`src/rtl/if_fetch_stage.sv`:
```
// Instruction-fetch stage: owns the fetch PC, issues imem reads, buffers one word while
// IF/ID is stalled, and squashes in-flight fetches when EX redirects.
module if_fetch_stage #(
  parameter logic [31:0] RESET_PC = 32'h0000_0060,
  parameter logic [31:0] NOP_INSN = 32'h0000_0013
) (
  input  logic        clk,
  input  logic        rst,
  input  logic        stall_i,
  input  logic        redirect_i,
  input  logic [31:0] redirect_pc_i,
  output logic        imem_read_o,
  output logic [31:0] imem_address_o,
  input  logic        imem_resp_i,
  input  logic [31:0] imem_rdata_i,
  output logic        ifid_en_o,
  output logic        ifid_flush_o,
  output logic [31:0] pc_o,
  output logic [31:0] pc_plus4_o,
  output logic [31:0] instr_o,
  output logic [1:0]  fsm_state
);

  // Handshake: imem_read_o/imem_address_o hold steady until imem_resp_i is seen;
  // a response is consumed in the cycle it is asserted, there is no backpressure.
  typedef enum logic [1:0] {
    REQ  = 2'd0,
    HOLD = 2'd1,
    DROP = 2'd2
  } state_t;

  state_t      state_q, state_d;
  logic [31:0] pc_q, pc_d;
  logic [31:0] drop_addr_q, drop_addr_d;
  logic [31:0] buf_q, buf_d;
  logic        valid;
  logic [31:0] word;

  assign fsm_state = state_q;
  assign valid     = ((state_q == REQ) && imem_resp_i) || (state_q == HOLD);
  assign word      = (state_q == HOLD) ? buf_q : imem_rdata_i;

  always_ff @(posedge clk) begin
    if (!rst) begin
      state_q     <= REQ;
      pc_q        <= RESET_PC;
      drop_addr_q <= RESET_PC;
      buf_q       <= NOP_INSN;
    end else begin
      state_q     <= state_d;
      pc_q        <= pc_d;
      drop_addr_q <= drop_addr_d;
      buf_q       <= buf_d;
    end
  end

  always_comb begin
    state_d        = state_q;
    pc_d           = pc_q;
    drop_addr_d    = drop_addr_q;
    buf_d          = buf_q;
    ifid_en_o      = 1'b0;
    ifid_flush_o   = 1'b0;
    pc_o           = pc_q;
    instr_o        = NOP_INSN;
    imem_read_o    = (state_q != HOLD);
    imem_address_o = (state_q == DROP) ? drop_addr_q : pc_q;

    if (!rst) begin
      imem_read_o = 1'b0;
      pc_o        = RESET_PC;
    end else if (redirect_i) begin
      ifid_en_o    = 1'b1;
      ifid_flush_o = 1'b1;
      pc_d         = redirect_pc_i;
      case (state_q)
        REQ: begin
          if (!imem_resp_i) begin
            drop_addr_d = pc_q;
            state_d     = DROP;
          end
        end
        HOLD:    state_d = REQ;
        // The stale request already in flight still has to complete before refetching.
        DROP:    state_d = imem_resp_i ? REQ : DROP;
        default: state_d = REQ;
      endcase
    end else if (valid && !stall_i) begin
      ifid_en_o = 1'b1;
      instr_o   = word;
      pc_d      = pc_q + 32'd4;
      state_d   = REQ;
    end else begin
      if ((state_q == REQ) && imem_resp_i) begin
        buf_d   = imem_rdata_i;
        state_d = HOLD;
      end else if ((state_q == DROP) && imem_resp_i) begin
        state_d = REQ;
      end
      if (!stall_i) begin
        ifid_en_o    = 1'b1;
        ifid_flush_o = 1'b1;
      end
    end
  end

  assign pc_plus4_o = pc_o + 32'd4;

endmodule

```
`config.mk`:
```
export PLATFORM = sky130hd
export DESIGN_NAME = if_fetch_stage
export DESIGN_NICKNAME = d
export VERILOG_FILES = /design/src/rtl/if_fetch_stage.sv
export SDC_FILE = /design/constraint.sdc
export NUM_CORES = 1
export LEC_CHECK = 0
export CORE_UTILIZATION = 45
export CTS_CLUSTER_DIAMETER = 100
export CTS_CLUSTER_SIZE = 14
export DETAILED_ROUTE_END_ITERATION = 8
export PLACE_DENSITY = 0.83
export SETUP_SLACK_MARGIN = 0.2
export SLEW_MARGIN = 10
export SYNTH_ARGS = -nofsm -noshare
export SYNTH_HDL_FRONTEND = slang
export SYNTH_SLANG_ARGS = --single-unit
```
`constraint.sdc`:
```
create_clock -name clk -period 4.1 [get_ports clk]
set_input_delay 0.615 -clock clk [delete_from_list [all_inputs] [get_ports clk]]
set_output_delay 0.615 -clock clk [all_outputs]
set_load 0.005 [all_outputs]
```
; Word-level counts from Yosys, hierarchy flattened
; Index checks and enable logic that the tools add are counted.
[totals]
register_bits = 98
wordCells = 47
[classes]
n_addsub = 2
n_eq_ne = 4
mux = 23
bitwise_logic = 3
n_reduce_logical = 11
[op_table]
columns = op, n
row1 = $mux 32, 8
row2 = $add 32x3->32 const B, 2
row3 = $mux 2, 6
row4 = $mux 1, 8
row5 = $reduce_and 3->1, 2
row6 = $pmux 2 s2, 1
row7 = $reduce_bool 4->1, 1
row8 = $logic_and 1x1->1, 3
row9 = $ne 3x3->1 const B, 1
row10 = $not 1->1, 3
row11 = $eq 2x1->1 const B, 1
row12 = $eq 2x2->1 const B, 1
row13 = $logic_not 2->1, 1
row14 = $ne 2x1->1 const B, 1
row15 = $reduce_and 2->1, 1
row16 = $reduce_bool 2->1, 1
row17 = $logic_not 1->1, 1
row18 = $logic_or 1x1->1, 1

; Depth between registers and ports, before layout
; Gate-level depths: netlist (run 1).
[depth]
ltp_word = 7
depth_mapped = 11
mapped_depth_nobuf = 8

; Worst setup path before layout (run 1)
; No wires, ideal clock.
[synth_path]
path_type = input -> output
startpoint = in rst
endpoint = out pc_plus4_o[28]
arrival_ps = 2795
t_required_ps = 3485
path_slack_ps = 690
stages = 11
n_path_buf = 3
cell_sequence = clkbuf_1 clkbuf_1 clkbuf_1 nand2_1 inv_1 ha_1 nand2_1 or3_1 or2_2 nor2_1 mux2i_1
[synth_between]
elab_chain_len = 2
[synth_lines]
columns = element, line_no
row1 = "start, declared", 8  ; input logic rst,
row2 = $mux 32, 69  ; if (!rst) begin
row3 = net pc_o[2], 18  ; output logic [31:0] pc_o,
row4 = $add 32x3->32, 107  ; assign pc_plus4_o = pc_o + 32'd4;
row5 = "end, declared", 19  ; output logic [31:0] pc_plus4_o,
; The timed path passes the listed nets, and every way through them passes these cells.

; Worst setup path after layout (run 1)
[layout_path]
startpoint = reg pc_q[2]
endpoint = out pc_plus4_o[28]
[layout_between]
elab_chain_len = 2
[layout_lines]
columns = element, line_no
row1 = "start, declared", 33  ; logic [31:0] pc_q, pc_d;
row2 = "start signal, assigned", 51  ; pc_q <= pc_d;
row3 = $mux 32, 69
row4 = $add 32x3->32, 107
; Every way passes these cells.

==> results of run 1 <==
==> sequential cells by signal, summed over array words and instances (netlist names) <==
name / count
buf_q: 32
drop_addr_q: 32
pc_q: 32
fsm_state: 2
==> cells in the final DEF, fill, tap and decap left out, types with 12 or more instances in the layout <==
cell,n
nand2_1,221
clkdlybuf4s50_1,200
a21oi_1,105
dfxtp_1,98
nor2_1,39
mux2_2,31
nand3_1,27
and2_1,26
xor2_1,24
xnor2_1,19
buf_4,18
and3_1,15
o21ai_0,12
==> kinds of logic after synthesis <==
family / share of synthesized area (%)
buffers and inverters: 6.605
muxes: 6.712
xor gates and xnor gates: 6.476
and+or+nand+nor: 30.98
adders and majority gates: 0.4302
AOI/OAI and AO/OA: 15.06
DFF: 33.73
==> where the power goes <==
part           internal, mW  switching (mW)  total [mW]
sequential            0.994          0.0596        1.05
combinational         0.246           0.201       0.447
clock                 0.466           0.355       0.821
==> path summary, 6_finish.rpt <==
| check | end | cells after the start | from |
|---|---|---|---|
| min reg2reg | drop_addr_q[23] | 2 | drop_addr_q[23] |
| max | pc_plus4_o[28] | 9 | pc_q[2] |
| max reg2reg | pc_q[31] | 5 | pc_q[13] |
| min | drop_addr_q[23] | 2 | drop_addr_q[23] |
==> final cells by class <==
| cell class | count | area, µm² |
|---|---|---|
| clock buffers | 11 | 232.7 |
| clock inverters | 3 | 42.54 |
| fillers | 1142 | 4511 |
| inverters | 9 | 33.78 |
| multi-input cells | 626 | 3481 |
| flip-flops and latches | 98 | 1962 |
| well taps | 172 | 215.2 |
| repair buffers | 219 | 2142 |
==> routing by layer <==
metal	global-route usage, %	share of wire (%)
met1	38.41	43
met5	0	0
met4	12.65	3.4
met3	4.759	7.5
met2	42.28	46
==> critical path, delay by kind of cell (launching register included) <==
kind / cells / cell delay (ns)
simple gates: 5 / 1.11
flops: 1 / 0.53
buf+inv: 2 / 0.61
mux: 1 / 0.20
fa+ha+maj: 1 / 0.21
==> stage by stage <==
stage	setup WS [ns]	util, %	total power, mW	hold WS [ns]	instances
2_1_floorplan	0.6901	-	1.274	0.4322	815
3_3_place_gp	0.6538	62.08	1.508	0.4392	1124
3_5_place_dp	0.6431	62.08	1.514	0.4467	1124
4_1_cts	0.4896	64.26	2.335	0.4561	1138
5_1_grt	0.3015	64.26	2.418	0.4716	1138
6_report	0.4819	64.26	2.321	0.4535	1138
==> flow_metrics.py, run 1 <==
metrics = {
    "run_status": {
        "status": "complete, no violations",
    },
    "global_routing": {
        "antenna_found_initial": 0,
        "grt_pass1_wl_um": 29150,
        "grt_usage_pct": 27.77,
        "grt_pass1_vias": 5570,
        "grt_max_degree": 45,
        "overflow": 0,
    },
    "clocking": {
        "htreeDepth": 3,
        "cts_tree": "built",
        "clock_path_buffers": 2,
        "hold_buffers": 0,
        "post_cts_buffers": 0,
        "cts_buffers": 9,
        "clock-sinks": 98,
        "clk_latency_ns": 0.34,
        "cts_resized": 0,
        "root_buffer": "clkbuf_16",
        "cts.clk_slew.worst_paths_ns": 0.07,
    },
    "logic_synthesis": {
        "synth_area_leaders": "dfxtp_1, nand2_1, a21oi_1, mux2_2, xor2_1",
        "yosys.area.top_type": "dfxtp_1",
        "synth_top_area_share_pct": 33.73,
        "synth_common_cells": "nand2_1, a21oi_1, dfxtp_1",
        "yosys_register_bits": 98,
        "syn-cell-area_mm2": 0.005816,
        "ys.flop_type": "dfxtp_1",
        "synth_edf_count": 0,
        "async_flop_share_pct": 0,
        "synth_area_per_cell_um2": 7.136,
        "synth_most_common_cell": "nand2_1",
        "synthDistinctLibCells": 51,
        "synthCells": 815,
        "ys_seq_area_share_pct": 33.73,
        "synth-warning-count": 0,
        "synth_nets": 886,
    },
    "worst_setup_path": {
        "critPathKind": "flip-flop to output pin",
        "slowest_delay_ns": 0.53,
        "cpMaxStageDelayCell": "dfxtp_1",
        "cp-start-kind": "flip-flop",
        "crit_fanout": 10,
        "r2r_slack_ns": 1.92,
        "cp_cell_sequence": "nand2_1, inv_1, ha_1, nand2_1, or3_1, or2_2, nor2_1, mux2i_1, clkdlybuf4s50_1",
        "cp_common_cell": "nand2_1",
        "required_ns": 3.48,
        "worstSetupEndpointType": "output pin",
        "arrival_ns": 3.00,
    },
    "layout": {
        "area_growth_pct": 39.44,
        "fin_area_mm2": 0.008109,
        "final_nets": 1034,
        "diodes": 0,
        "drive_gt1_share_pct": 7.557,
    },
    "timing": {
        "fmax_mhz": 276.4,
        "worst_pin_slew_ns": 0.8863,
        "fin_crit_sh_pct": 88.25,
        "relSlewSlack_pct": 40.92,
        "finalSetupViolCount": 0,
        "slew_violations": 0,
        "grt_setup_unrepaired": "false",
        "tns_ns": 0,
        "layout_min_cycle_time_ns": 3.618,
        "final_hold_viol_count": 0,
        "fin_skew_ns": 0.007024,
    },
    "place": {
        "dpl_cell_area_mm2": 0.007834,
        "portBuffers": 201,
        "routabilityCongestion": 0.8816,
        "dp_hpwl_um": 12980,
    },
    "power": {
        "p_leak_nw": 2.978,
        "ir_drop_v": 0.0002282,
        "pwr_density_cell_mw_per_mm2": 286.3,
    },
    "die": {
        "core_area_mm2": 0.01262,
        "rows": 41,
        "die_area_mm2": 0.01338,
        "start_util_pct": 46.08,
        "ios": 202,
        "chipHeight_um": 115.7,
        "fp.dieW_um": 115.7,
    },
    "worst_hold_path": {
        "hold_path_class": "flip-flop to flip-flop",
    },
    "routing": {
        "ant_nets": 0,
        "avgRoutedWirePerCell_um": 16.38,
        "viasPerCell": 5.576,
        "firstDrtPassIters": 5,
        "finalWirelength_um": 18640,
        "num_vias": 6346,
        "drc_errors": 0,
        "first_iter_violations": 669,
    },
    "run": {
        "maxCapViolations": 0,
    },
}
Power figures use the tool's default switching activity.
==> inputs of run 2 (changes only) <==
- CORE_UTILIZATION: 45 -> 25
- PLACE_DENSITY: 0.83 -> 0.52
- TNS_END_PERCENT: default -> 30
==> flow_metrics.py, run 2 (synthesis gave the netlist of run 1 again) <==
metrics = {
    "global_routing": {
        "met1_usage_pct": 25.47,
        "overflow": 0,
        "grt_usage_pct": 18.75,
        "grt_max_degree": 36,
        "grt_pass1_wl_um": 34850,
        "grtUsageMet3_pct": 3.110,
        "grtUsageMet2_pct": 29.89,
        "antenna_found_initial": 1,
        "grt_most_used_layer": "met2",
        "grt_pass1_vias": 6046,
    },
    "clocking": {
        "hold_buffers": 0,
        "htreeDepth": 3,
        "clock_path_buffers": 2,
        "cts.clk_slew.worst_paths_ns": 0.07,
        "clock-sinks": 98,
        "cts_buffers": 9,
        "cts_tree": "built",
        "clk_latency_ns": 0.36,
        "root_buffer": "clkbuf_16",
    },
    "worst_setup_path": {
        "critPathKind": "flip-flop to output pin",
        "worstSetupEndpointType": "output pin",
        "critical-path-top-delay-family": "simple AND/OR/NAND/NOR gates",
        "arrival_ns": 3.06,
        "cp_cell_sequence": "and2_1, ha_1, nand2_1, or3_1, or2_2, nor2_1, mux2i_1, clkdlybuf4s50_1",
        "worstPathBufferInverterCount": 1,
        "required_ns": 3.48,
        "r2r_start": "pc_q[3]",
        "cpMaxStageDelayCell": "clkdlybuf4s50_1",
        "crit_fanout": 9,
        "startpoint": "pc_q[3]",
        "slowest_delay_ns": 0.53,
        "cp-start-kind": "flip-flop",
    },
    "die": {
        "core_area_mm2": 0.02271,
        "die_area_mm2": 0.02388,
        "rows": 55,
        "start_util_pct": 25.61,
        "fp.dieW_um": 154.5,
        "chipHeight_um": 154.5,
        "ios": 202,
    },
    "timing": {
        "fmax_mhz": 271.8,
        "finalSetupViolCount": 0,
        "final_hold_viol_count": 0,
        "slew_violations": 0,
        "setup_ws_ns": 0.4204,
        "fin_skew_ns": 0.01179,
        "layout_min_cycle_time_ns": 3.680,
        "worst_pin_slew_ns": 0.9856,
        "grt_setup_unrepaired": "false",
        "tns_ns": 0,
        "relSlewSlack_pct": 34.29,
        "fin_crit_sh_pct": 89.75,
    },
    "routing": {
        "viasPerCell": 4.918,
        "firstDrtPassIters": 5,
        "drc_errors": 0,
        "first_iter_violations": 448,
        "ant_nets": 0,
        "num_vias": 6207,
        "finalWirelength_um": 22250,
        "avgRoutedWirePerCell_um": 17.63,
    },
    "place": {
        "portBuffers": 201,
        "dp_hpwl_um": 15790,
        "routabilityCongestion": 0.7710,
        "pre_cts_ws_ns": 0.4943,
    },
    "worst_hold_path": {
        "hold_path_class": "flip-flop to flip-flop",
        "hold_start": "drop_addr_q[27]",
    },
    "power": {
        "p_leak_nw": 3.057,
        "ir_drop_v": 0.0001651,
        "pwr_density_cell_mw_per_mm2": 302.0,
    },
    "layout": {
        "final_cell_mix": "nand2_1, clkdlybuf4s50_1, a21oi_1",
        "final_common_cell": "nand2_1",
        "nFillCells": 2405,
        "drive_gt1_share_pct": 8.811,
        "largestRegisters": "buf_q: 32 flops, drop_addr_q: 32 flops, pc_q: 32 flops",
        "final_nets": 1042,
        "area_growth_pct": 44.21,
    },
    "run": {
        "maxCapViolations": 0,
    },
    "run_status": {
        "status": "complete, no violations",
    },
}
-- run 2: changes by cell type in the layout (fill, tap and decap cells not counted), sizes merged, moves of 2 or more --
cell	before	now
buf	19	27
inv	9	11
clkbuf	11	9
bufinv	1	3
-- run 2: cell type report --
cell class / count / area (µm²) / area share (%)
diodes: 1 / 2.502 / 0.02984
well taps: 285 / 356.6 / 4.252
inverters: 9 / 35.03 / 0.4177
repair buffers: 227 / 2202 / 26.26
flip-flops and latches: 98 / 1963 / 23.41
clock inverters: 7 / 121.4 / 1.447
multi-input cells: 626 / 3481 / 41.50
clock buffers: 9 / 225.2 / 2.685
-- run 2: path summary, 6_finish.rpt --
kind	cells after the start	end	slack, ns
worst min-delay path	2	drop_addr_q[27]	0.45
worst min register to register	2	drop_addr_q[27]	0.45
worst max-delay path	8	pc_plus4_o[28]	0.42
worst max register to register	5	pc_q[26]	1.86
-- run 2: metrics by stage --
| step | total power [mW] | utilization [%] | hold WS [ns] | cells | instance area [µm²] |
|---|---|---|---|---|---|
| 3_3_place_gp | 1.541 | 35.39 | 0.4396 | 1245 | 8036 |
| 5_1_grt | 2.658 | 36.93 | 0.4688 | 1262 | 8387 |
| 6_report | 2.533 | 36.93 | 0.4530 | 1262 | 8387 |
| 2_1_floorplan | 1.274 | - | 0.4322 | 815 | 5816 |
| 3_5_place_dp | 1.541 | 35.39 | 0.4443 | 1245 | 8036 |
| 4_1_cts | 2.565 | 36.91 | 0.4545 | 1261 | 8383 |
-- run 2: what timing repair did --
item,4_1_cts,5_1_grt
setup buffers,0,0
resized for setup,0,1
setup endpoints to repair,0,1
-- run 2: metal layers --
layer | part of all wire, % | vias to the layer above
li1 | - | 3064
met1 | 48 | 2943
met2 | 46 | 172
met3 | 4.1 | 28
met4 | 2.3 | 0
met5 | 0 | -
-- run 2: where the power goes --
group          switching [mW]  internal (mW)
sequential             0.0578          0.993
combinational           0.216          0.252
clock                   0.411          0.603
total                   0.685           1.85
-- run 2: worst register-to-register path, cell delays in order, from the launching register on --
cell and delay (ns):
dfxtp_1 0.52, ha_1 0.40, nand2_1 0.28, or4_1 0.52
a22o_1 0.26, a21o_1 0.17
